$ cat src/rtl/cmd_decoder_pkg.sv
// Shared command-link definitions, common to the command encoder and decoder.
// Framing bytes, sink count and the decoder state encoding.
package cmd_decoder_pkg;

  localparam int         CMD_NUM_SOURCES = 4;
  localparam logic [7:0] CMD_PREFIX      = 8'hA5;
  localparam logic [7:0] CMD_ADDR_AST    = 8'h2A;

  typedef enum logic [2:0] {
    ST_IDLE      = 3'd0,
    ST_GET_ADDR  = 3'd1,
    ST_GET_DEST  = 3'd2,
    ST_GET_LEN   = 3'd3,
    ST_GET_DATA  = 3'd4,
    ST_GET_CRC   = 3'd5,
    ST_SKIP_DATA = 3'd6,
    ST_SKIP_CRC  = 3'd7
  } state_t;

endpackage

$ cat src/rtl/cmd_decoder.sv
// Byte-stream command frame decoder: PREFIX, ADDR_AST, dest, len, payload, crc.
// Payload bytes are routed to one of NUM_SOURCES sinks one clock after arrival.
module cmd_decoder
  import cmd_decoder_pkg::*;
#(
  parameter int         TIMEOUT_CYCLES = 1000000,
  parameter int         NUM_SOURCES    = CMD_NUM_SOURCES,
  parameter logic [7:0] PREFIX         = CMD_PREFIX,
  parameter logic [7:0] ADDR_AST       = CMD_ADDR_AST,
  localparam int        DEST_W         = (NUM_SOURCES > 1) ? $clog2(NUM_SOURCES) : 1
) (
  input  logic                   clk,
  input  logic                   n_rst,
  input  logic [7:0]             rx_data,
  input  logic                   rx_valid,
  input  logic [NUM_SOURCES-1:0] full_bus,
  output logic [NUM_SOURCES-1:0] wrreq_bus,
  output logic [7:0]             data_out,
  output logic                   frame_done,
  output logic [DEST_W-1:0]      dest_out,
  output logic                   crc_err,
  output logic                   ovf_err,
  output logic                   timeout_err,
  output logic [2:0]             my_state
);

  localparam int              CNT_W   = (TIMEOUT_CYCLES > 1) ? $clog2(TIMEOUT_CYCLES) : 1;
  localparam logic [CNT_W-1:0] TO_LAST = CNT_W'(TIMEOUT_CYCLES - 1);

  state_t                   state, state_nxt;
  logic [DEST_W-1:0]        dest;
  logic                     skip;
  logic [7:0]               len, cnt, crc_acc;
  logic [7:0]               cnt_inc;
  logic [CNT_W-1:0]         idle_cnt;
  logic                     timeout_hit;
  logic [NUM_SOURCES-1:0]   wr_nxt;
  logic                     done_nxt, crc_err_nxt, ovf_nxt, to_nxt;

  assign cnt_inc     = cnt + 8'd1;
  // rx_valid always wins over an expiring idle counter
  assign timeout_hit = !rx_valid && (state != ST_IDLE) && (idle_cnt == TO_LAST);
  assign dest_out    = dest;
  assign my_state    = state;

  always_comb begin
    state_nxt   = state;
    wr_nxt      = '0;
    done_nxt    = 1'b0;
    crc_err_nxt = 1'b0;
    ovf_nxt     = 1'b0;
    to_nxt      = 1'b0;
    if (rx_valid) begin
      unique case (state)
        ST_IDLE:      if (rx_data == PREFIX) state_nxt = ST_GET_ADDR;
        ST_GET_ADDR:  state_nxt = (rx_data == ADDR_AST) ? ST_GET_DEST : ST_IDLE;
        ST_GET_DEST:  state_nxt = ST_GET_LEN;
        ST_GET_LEN: begin
          if (rx_data == 8'd0) state_nxt = skip ? ST_SKIP_CRC : ST_GET_CRC;
          else                 state_nxt = skip ? ST_SKIP_DATA : ST_GET_DATA;
        end
        ST_GET_DATA: begin
          if (full_bus[dest]) ovf_nxt = 1'b1;
          else                wr_nxt[dest] = 1'b1;
          if (cnt_inc == len) state_nxt = ST_GET_CRC;
        end
        ST_GET_CRC: begin
          done_nxt    = 1'b1;
          crc_err_nxt = (rx_data != crc_acc);
          state_nxt   = ST_IDLE;
        end
        ST_SKIP_DATA: if (cnt_inc == len) state_nxt = ST_SKIP_CRC;
        ST_SKIP_CRC:  state_nxt = ST_IDLE;
        default:      state_nxt = ST_IDLE;
      endcase
    end else if (timeout_hit) begin
      state_nxt = ST_IDLE;
      to_nxt    = 1'b1;
    end
  end

  always_ff @(posedge clk) begin
    if (!n_rst) state <= ST_IDLE;
    else        state <= state_nxt;
  end

  always_ff @(posedge clk) begin
    if (!n_rst) begin
      dest        <= '0;
      skip        <= 1'b0;
      len         <= '0;
      cnt         <= '0;
      crc_acc     <= '0;
      idle_cnt    <= '0;
      data_out    <= '0;
      wrreq_bus   <= '0;
      frame_done  <= 1'b0;
      crc_err     <= 1'b0;
      ovf_err     <= 1'b0;
      timeout_err <= 1'b0;
    end else begin
      // Output stage: strobes and pulses land one clock after the byte
      wrreq_bus   <= wr_nxt;
      frame_done  <= done_nxt;
      crc_err     <= crc_err_nxt;
      ovf_err     <= ovf_nxt;
      timeout_err <= to_nxt;
      if (rx_valid)                 idle_cnt <= '0;
      else if (idle_cnt != TO_LAST) idle_cnt <= idle_cnt + CNT_W'(1);
      if (rx_valid) begin
        unique case (state)
          ST_GET_DEST: begin
            dest <= rx_data[DEST_W-1:0];
            skip <= (int'(rx_data) >= NUM_SOURCES);
          end
          ST_GET_LEN: begin
            len     <= rx_data;
            cnt     <= '0;
            crc_acc <= '0;
          end
          ST_GET_DATA: begin
            cnt      <= cnt_inc;
            crc_acc  <= crc_acc + rx_data;
            data_out <= rx_data;
          end
          ST_SKIP_DATA: cnt <= cnt_inc;
          default: ;
        endcase
      end
    end
  end

endmodule

$ cat config.mk
export PLATFORM = sky130hd
export DESIGN_NAME = cmd_decoder
export DESIGN_NICKNAME = d
export VERILOG_FILES = /design/src/rtl/cmd_decoder_pkg.sv /design/src/rtl/cmd_decoder.sv
export SDC_FILE = /design/constraint.sdc
export NUM_CORES = 1
export LEC_CHECK = 0
export BUFFER_PORTS_ARGS = -buffer_cell sky130_fd_sc_hd__buf_2
export CORE_MARGIN = 2
export CORE_UTILIZATION = 58
export CTS_CLUSTER_SIZE = 10
export DETAILED_ROUTE_END_ITERATION = 7
export PLACE_DENSITY = 0.76
export SYNTH_ARGS = -nofsm -noshare
export SYNTH_HDL_FRONTEND = slang
export SYNTH_SLANG_ARGS = --single-unit
$ cat constraint.sdc
create_clock -name clk -period 2.28 [get_ports clk]
set_clock_uncertainty 0.05 [all_clocks]
set_input_delay 0.342 -clock clk [delete_from_list [all_inputs] [get_ports clk]]
set_output_delay 0.342 -clock clk [all_outputs]
set_load 0.05 [all_outputs]
==> results.json, run 1 <==
{
  "syn_to_final_growth_pct": 12.8,
  "setup_violations": 0,
  "nNetsFinal": 453,
  "yosys.area.top_type_share_pct": 40.1,
  "layout_commonest_cell": "dfxtp_1",
  "ys.flop_type": "dfxtp_1",
  "cts_root_buffer": "clkbuf_8",
  "power.leakage_nw": 1.45,
  "cts_max_level": 3,
  "cp-start-kind": "flip-flop",
  "grt_overflow": 0,
  "route.antenna.remaining_nets": 0,
  "cts_hold_buf": 0,
  "irDropWorstVdd_mv": 0.336,
  "grt_pass1_wl_um": 12400,
  "mostFrequentLayoutCells": "dfxtp_1 (66), nand2_1 (55), buf_2 (35)",
  "grt_max_degree": 22,
  "synth_area_per_cell_um2": 8.45,
  "coreArea_um2": 5510,
  "post-route-period-util_pct": 89.6,
  "clkLatencyLatePin_ns": 0.35,
  "path_clk_slew_ns": 0.07,
  "multi_input_area_um2": 1830,
  "cts_tree": "done",
  "pre_cts_ws_ns": 0.144,
  "cts_buffers": 9,
  "fin_crit_ns": 2.04,
  "nFillCells": 473,
  "relSlewSlack_pct": 68.2,
  "die_w_um": 79.4,
  "io_pins": 36,
  "hold_path_class": "in2reg",
  "yosysTopAreaCell": "dfxtp_1",
  "num_vias": 2795,
  "max-cap-violations": 0,
  "clockBufferDepth": 2,
  "ys_seq_area_share_pct": 40.1,
  "grt_antenna_before_repair": 0,
  "cts_setup_buffers": 0,
  "drive_gt1_share_pct": 15.9,
  "rows": 27,
  "grt_setup_unrepaired": "false",
  "yosys-top-cells-area": "dfxtp_1 (40%), nand2_1 (6.3%), a21boi_0 (5.2%), xnor2_1 (4.0%), xor2_1 (4.0%)",
  "synth_nets": 415,
  "cts_resized": 0,
  "synthArstFlopShare_pct": 0,
  "first_iter_violations": 149,
  "slew_violations": 0,
  "cp_data_required_time_ns": 2.52,
  "crit_path_max_fanout": 10,
  "yosysWarnings": 0,
  "synth_edf_count": 0,
  "clock-sinks": 66,
  "syn_inst": 390,
  "hold_viol": 0,
  "grt_usage_pct": 25.2,
  "die_h_um": 79.4,
  "dp_hpwl_um": 5020,
  "timing.final.ws_setup_ns": 0.237,
  "maxClockFrequency_ghz": 0.489,
  "arrival_ns": 2.28,
  "power_density_nw_per_um2": 595,
  "drt-wirelength-per-cell_um": 14.1,
  "dieArea_um2": 6300,
  "outcome": "complete, no violations",
  "synth_area_um2": 3300,
  "worstMarginPinSlew_ns": 0.475,
  "place.gp.congestion": 0.900,
  "finalWirelength_um": 7100,
  "synth_cell_types": 51,
  "end_kind": "flip-flop",
  "grt_pass1_vias": 2717,
  "tns_ns": 0,
  "seqCellArea_um2": 1320,
  "diodes": 0,
  "start_util_pct": 59.9,
  "critical_path_class": "reg2reg",
  "port_buffers": 35,
  "first_pass_iters": 4,
  "yosys_register_bits": 66,
  "drc": 0,
  "vias_per_cell": 5.53
}
==> flip-flops by register name, indices dropped and copies added, names as in the netlist <==
register	flops
cnt	8
crc_acc	8
crc_err	1
data_out	8
dest_out	2
frame_done	1
idle_cnt	20
len	8
my_state	3
ovf_err	1
skip	1
timeout_err	1
wrreq_bus	4
==> metal layers <==
metal | part of all wire, % | GRT usage, % | vias to the layer above
li1 | - | - | 1435
met1 | 48 | 32.6 | 1302
met2 | 46 | 39.7 | 45
met3 | 3.8 | 6.67 | 13
met4 | 1.7 | 10.7 | 0
met5 | 0 | 0 | -
==> synth_stat cells (all sizes together) (10+ instances only) <==
cell type / count
nand3: 19
nand4: 10
nand2: 55
nor3: 10
xnor2: 15
xor2: 15
a21oi: 19
nor2: 37
a21boi: 23
dfxtp: 66
o21ai: 17
clkbuf: 12
==> through the flow <==
step	instances	cell area (um^2)	power (W)	util, %	hold slack (ns)
after floorplan	390	3300	0.00123	-	0.368
after global placement	489	3520	0.00126	63.9	0.393
after detailed placement	489	3520	0.00127	63.9	0.396
after CTS	505	3720	0.00224	67.5	0.103
after global routing	505	3720	0.00230	67.5	0.107
final	505	3720	0.00221	67.5	0.112
==> final cells by class <==
class / count / area share [%]
multi-input combinational: 299 / 49.3
sequential: 66 / 35.5
timing repair buffer: 44 / 6.53
clock buffer: 15 / 5.28
tap: 72 / 2.42
inverter: 8 / 0.808
clock inverter: 1 / 0.135
==> power breakdown <==
group          internal, W  switching (W)
Combinational    0.0000326      0.0000527
Clock             0.000543       0.000430
Sequential         0.00115     0.00000141
==> cells by family (layout without fill, tap and decap cells) <==
logic type               after synthesis  after routing  share of synthesized area (%)
multiplexers                           5              5                           1.90
XOR/XNOR                              30             30                           7.97
flip-flops                            66             66                           40.1
AND/OR/NAND/NOR                      182            182                           28.0
buffers and inverters                 25             68                           4.29
adder cells (fa/ha/maj)               10             10                           4.02
AO/OA/AOI/OAI                         72             72                           13.7
==> worst max-delay path: stages, from the launching register on <==
cell and delay (ns):
dfxtp_1 0.42, ha_1 0.43, nor3b_1 0.24, o22ai_1 0.11, a21o_1 0.19, or4_1 0.47
nand3_1 0.08
==> path summary, 6_finish.rpt <==
check,slack [ns],depth (start not counted),startpoint,end
min,0.11,2,full_bus[0],wrreq_bus[0]
max,0.24,6,cnt[1],my_state[0]
max reg2reg,0.24,6,cnt[1],my_state[0]
min reg2reg,0.41,2,data_out[5],data_out[5]
Note: power is estimated with default switching activity, not from simulation.
==> run 2, diff against run 1 <==
--- a/config.mk
+++ b/config.mk
@@ -7,10 +7,11 @@
 export LEC_CHECK = 0
 export BUFFER_PORTS_ARGS = -buffer_cell sky130_fd_sc_hd__buf_2
 export CORE_MARGIN = 2
-export CORE_UTILIZATION = 58
+export CORE_UTILIZATION = 40
+export CTS_BUF_LIST = sky130_fd_sc_hd__clkbuf_8
 export CTS_CLUSTER_SIZE = 10
 export DETAILED_ROUTE_END_ITERATION = 7
-export PLACE_DENSITY = 0.76
+export PLACE_DENSITY = 0.55
 export SYNTH_ARGS = -nofsm -noshare
 export SYNTH_HDL_FRONTEND = slang
 export SYNTH_SLANG_ARGS = --single-unit
==> run 2 against run 1 <==
Combinational power increased by 3.6%. Wire length increased by 8.4%. Via count increased by 1.0%. Final cell count increased by 7.1%. Flip-flop and latch count unchanged. Non-clock buffer count increased by 3. Sequential share of layout area decreased by 0.32 points. Clock power decreased by 11%. Count of clock-buffer cells in the layout decreased by 5. Final area increased by 0.91%.
==> results.json, run 2 (synthesized netlist as in run 1, its figures left out) <==
{
  "arrival_ns": 2.23,
  "outcome": "complete, no violations",
  "cts_max_level": 3,
  "grt_pass1_vias": 2639,
  "irDropWorstVdd_mv": 0.348,
  "pre_cts_ws_ns": 0.114,
  "first_pass_iters": 4,
  "p_comb_share_pct": 4.2,
  "grt_setup_unrepaired": "false",
  "post-route-period-util_pct": 90.3,
  "layout_commonest_cell": "dfxtp_1",
  "maxClockFrequency_ghz": 0.486,
  "drt-wirelength-per-cell_um": 14.2,
  "critPathMaxStageDelay_ns": 0.41,
  "route.antenna.remaining_nets": 0,
  "rows": 33,
  "met2_length_um": 3250,
  "cts_resized": 0,
  "internal_power_w": 0.00160,
  "slew_violations": 0,
  "syn_to_final_growth_pct": 13.9,
  "top_layer_used": "met4",
  "mostFrequentLayoutCells": "dfxtp_1 (66), nand2_1 (55), buf_2 (35)",
  "grt_pass1_wl_um": 12900,
  "instances_no_fill": 541,
  "clock-sinks": 66,
  "max-cap-violations": 0,
  "grt_usage_pct": 18.5,
  "whs_ns": 0.116,
  "cp_data_required_time_ns": 2.45,
  "p_sw_share_pct": 24.1,
  "setup_violations": 0,
  "power.leakage_nw": 1.45,
  "cts_setup_buffers": 0,
  "dieArea_um2": 8980,
  "dp_hpwl_um": 5440,
  "top_register": "idle_cnt",
  "grt_overflow": 0,
  "tns_ns": 0,
  "finalWirelength_um": 7700,
  "cp-start-kind": "flip-flop",
  "power_density_nw_per_um2": 562,
  "cts_hold_buf": 0,
  "drc": 0,
  "start_util_pct": 40.7,
  "place_inst": 525,
  "nNetsFinal": 456,
  "design_area_um2": 3750,
  "crit_path_max_fanout": 2,
  "clkLatencyLatePin_ns": 0.34,
  "place_area_um2": 3580,
  "p_clk_share_pct": 41.0,
  "diodes": 0,
  "wl_met1_um": 4030,
  "grt_antenna_before_repair": 0,
  "vias_per_cell": 5.22,
  "worstMarginPinSlew_ns": 0.381,
  "end_kind": "flip-flop",
  "largest_register_ff_count": 20,
  "critical_path.cell_chain": "ha_1, fa_1, a21o_1, a21oi_1, o21bai_1, a21oi_1, xor2_1, o21ai_0",
  "cts_tree": "done",
  "cp_common_cell": "a21oi_1",
  "wl_met3_um": 274,
  "hold_viol": 0,
  "relSlewSlack_pct": 74.6,
  "p_seq_share_pct": 54.8,
  "coreArea_um2": 8090,
  "power.switching_w": 0.000508,
  "die_h_um": 94.8,
  "cts_root_buffer": "clkbuf_8",
  "nFillCells": 841,
  "hold_path_class": "in2reg",
  "cp_slowest_cell": "fa_1",
  "port_buffers": 35,
  "die_w_um": 94.8,
  "fin_crit_ns": 2.06,
  "timing.final.ws_setup_ns": 0.222,
  "place.gp.congestion": 0.807,
  "clockBufferDepth": 2,
  "drive_gt1_share_pct": 16.5,
  "grt_max_degree": 24,
  "cts_buffers": 9,
  "critical_path_class": "reg2reg",
  "num_vias": 2823,
  "io_pins": 36,
  "path_clk_slew_ns": 0.07,
  "first_iter_violations": 122
}
run 2: final timing paths:
path / start / to / slack [ns] / depth (start not counted)
max: crc_acc[0] / crc_acc[6] / 0.22 / 8
min: full_bus[3] / wrreq_bus[3] / 0.12 / 2
max reg2reg: crc_acc[0] / crc_acc[6] / 0.22 / 8
min reg2reg: data_out[5] / data_out[5] / 0.41 / 2
run 2: power groups by stage:
stage          Combinational (W)  Sequential (W)  Clock [W]
3_3_place_gp           0.0000874         0.00118          0
6_report               0.0000883         0.00116   0.000866
3_5_place_dp           0.0000882         0.00118          0
5_1_grt                0.0000969         0.00115   0.000964
4_1_cts                0.0000886         0.00116   0.000893
2_1_floorplan          0.0000506         0.00118          0
run 2: cell type report:
type                            count  area (um^2)  share of cell area [%]
Clock buffer                       10          138                    3.67
Clock inverter                      6         33.8                   0.900
Timing Repair Buffer               47          265                    7.07
Inverter                            8         30.0                   0.800
Sequential cell                    66         1320                    35.2
Multi-Input combinational cell    299         1830                    48.8
Tap cell                          105          131                    3.50
run 2: metrics by stage:
step	utilization (%)	total power, W
after floorplan	-	0.00123
after global placement	44.2	0.00127
after detailed placement	44.2	0.00127
after CTS	46.4	0.00214
after global routing	46.4	0.00222
final	46.4	0.00211
run 2: layer usage:
metal / up-vias / GRT usage, %
met3: 15 / 5.19
met5: - / 0
li1: 1452 / -
met2: 59 / 25.7
met1: 1297 / 26.9
met4: 0 / 7.25
run 2: worst max-delay path: cells and delay by family, from the launching register on:
kind / cells / cell delay, ns
adder cells (fa/ha/maj): 2 / 0.61
flip-flops: 1 / 0.32
XOR/XNOR: 1 / 0.17
AO/OA/AOI/OAI: 5 / 0.79
==> run 3, diff against run 2 <==
--- a/config.mk
+++ b/config.mk
@@ -6,6 +6,7 @@
 export NUM_CORES = 1
 export LEC_CHECK = 0
 export BUFFER_PORTS_ARGS = -buffer_cell sky130_fd_sc_hd__buf_2
+export CORE_ASPECT_RATIO = 0.8
 export CORE_MARGIN = 2
 export CORE_UTILIZATION = 40
 export CTS_BUF_LIST = sky130_fd_sc_hd__clkbuf_8
==> run 3 against run 2 <==
Maximum frequency grew 1.1%. Final area grew 1.2%. Worst setup slack gained 0.023 ns. Final cell count shrank 0.18%. Die area is essentially flat. Largest cell class unchanged. Largest power group is now clock.
==> results.json, run 3 (synthesized netlist as in run 1, its figures left out) <==
{
  "arrival_ns": 2.27,
  "top_register": "idle_cnt",
  "cp_data_required_time_ns": 2.52,
  "end_kind": "flip-flop",
  "finalPower_w": 0.00243,
  "vias_per_cell": 5.17,
  "route.antenna.remaining_nets": 0,
  "path_clk_slew_ns": 0.08,
  "grt_pass1_vias": 2689,
  "use_met3_pct": 5.07,
  "num_vias": 2792,
  "largest_register_ff_count": 20,
  "grt_use_met2_pct": 26.0,
  "timing.final.ws_setup_ns": 0.245,
  "crit_family": "simple AND/OR/NAND/NOR gates",
  "tns_ns": 0,
  "power.leakage_nw": 1.47,
  "rows": 29,
  "power_density_nw_per_um2": 641,
  "crit_path_max_fanout": 7,
  "grt_antenna_before_repair": 0,
  "cts_setup_buffers": 0,
  "place_area_um2": 3550,
  "layout_commonest_cell": "dfxtp_1",
  "crit_cells": 7,
  "maxClockFrequency_ghz": 0.491,
  "slew_violations": 0,
  "holdPathStages": 2,
  "cts_hold_buf": 0,
  "die_h_um": 85.2,
  "dp_hpwl_um": 5270,
  "place_inst": 524,
  "max-cap-violations": 0,
  "cp-start-kind": "flip-flop",
  "pre_cts_ws_ns": 0.147,
  "coreArea_um2": 7950,
  "setup_violations": 0,
  "cts_max_level": 3,
  "first_pass_iters": 4,
  "nNetsFinal": 452,
  "cts_root_buffer": "clkbuf_8",
  "drive_gt1_share_pct": 16.0,
  "grt_setup_unrepaired": "false",
  "fin_crit_ns": 2.04,
  "critical_path.cell_chain": "ha_1, xnor2_1, o211ai_1, a31oi_1, o2111ai_1, or4_1, nand3_1",
  "port_buffers": 35,
  "worst_r2r_path_depth": 7,
  "die_w_um": 105,
  "critPathMaxStageDelay_ns": 0.54,
  "instances_no_fill": 540,
  "diodes": 0,
  "cp_slowest_cell": "or4_1",
  "met1_usage_pct": 26.0,
  "critical_path_class": "reg2reg",
  "dieArea_um2": 8990,
  "clock-sinks": 66,
  "nFillCells": 807,
  "post-route-period-util_pct": 89.3,
  "first_iter_violations": 111,
  "clockBufferDepth": 2,
  "finalWirelength_um": 7450,
  "place.gp.congestion": 0.838,
  "cts_buffers": 9,
  "hold_path_class": "in2reg",
  "irDropWorstVdd_mv": 0.398,
  "mostFrequentLayoutCells": "dfxtp_1 (66), nand2_1 (55), buf_2 (35)",
  "outcome": "complete, no violations",
  "drc": 0,
  "worstMarginPinSlew_ns": 0.656,
  "syn_to_final_growth_pct": 15.2,
  "cts_resized": 0,
  "grt_pass1_wl_um": 12900,
  "io_pins": 36,
  "grt_max_degree": 32,
  "grt_overflow": 0,
  "design_area_um2": 3800,
  "cts_tree": "done",
  "crit_buf_inv": 0,
  "hold_viol": 0,
  "grt_busiest_layer": "met2",
  "drt-wirelength-per-cell_um": 13.8,
  "clkLatencyLatePin_ns": 0.34,
  "start_util_pct": 41.5,
  "grt_usage_pct": 17.9,
  "relSlewSlack_pct": 56.3
}
## run 3: final timing paths
| check | from | to | slack [ns] |
|---|---|---|---|
| setup / recovery | cnt[0] | my_state[0] | 0.24 |
| hold / removal | full_bus[3] | wrreq_bus[3] | 0.12 |
| setup reg to reg | cnt[0] | my_state[0] | 0.24 |
| hold reg to reg | data_out[5] | data_out[5] | 0.41 |
## run 3: layer usage
layer / vias up / wire length [um]
met3: 8 / 402
met5: - / 0
met1: 1299 / 3910
met2: 50 / 3070
li1: 1435 / -
met4: 0 / 68
## run 3: cell type report
type	instances	area (um^2)	share of cell area (%)
Inverter	8	30.0	0.791
Sequential cell	66	1320	34.8
Multi-Input combinational cell	299	1830	48.3
Clock buffer	9	124	3.26
Timing Repair Buffer	43	235	6.20
Tap cell	108	135	3.56
Clock inverter	7	118	3.10
## run 3: worst register-to-register path, cell delays in order, from the launching register on
cell       delay [ns]
dfxtp_1          0.46
ha_1             0.31
xnor2_1          0.15
o211ai_1         0.11
a31oi_1          0.15
o2111ai_1        0.13
or4_1            0.54
nand3_1          0.08
## run 3: per-stage QoR
stage	hold WS (ns)	util, %
floorplan	0.368	-
global placement	0.398	44.7
detailed placement	0.404	44.7
CTS	0.101	47.8
global route	0.111	47.8
finish	0.117	47.8
## run 3: where the power goes
part           switching, W  internal [W]   total, W
sequential       0.00000136       0.00115    0.00115
combinational     0.0000547     0.0000326  0.0000873
clock              0.000466      0.000726    0.00119
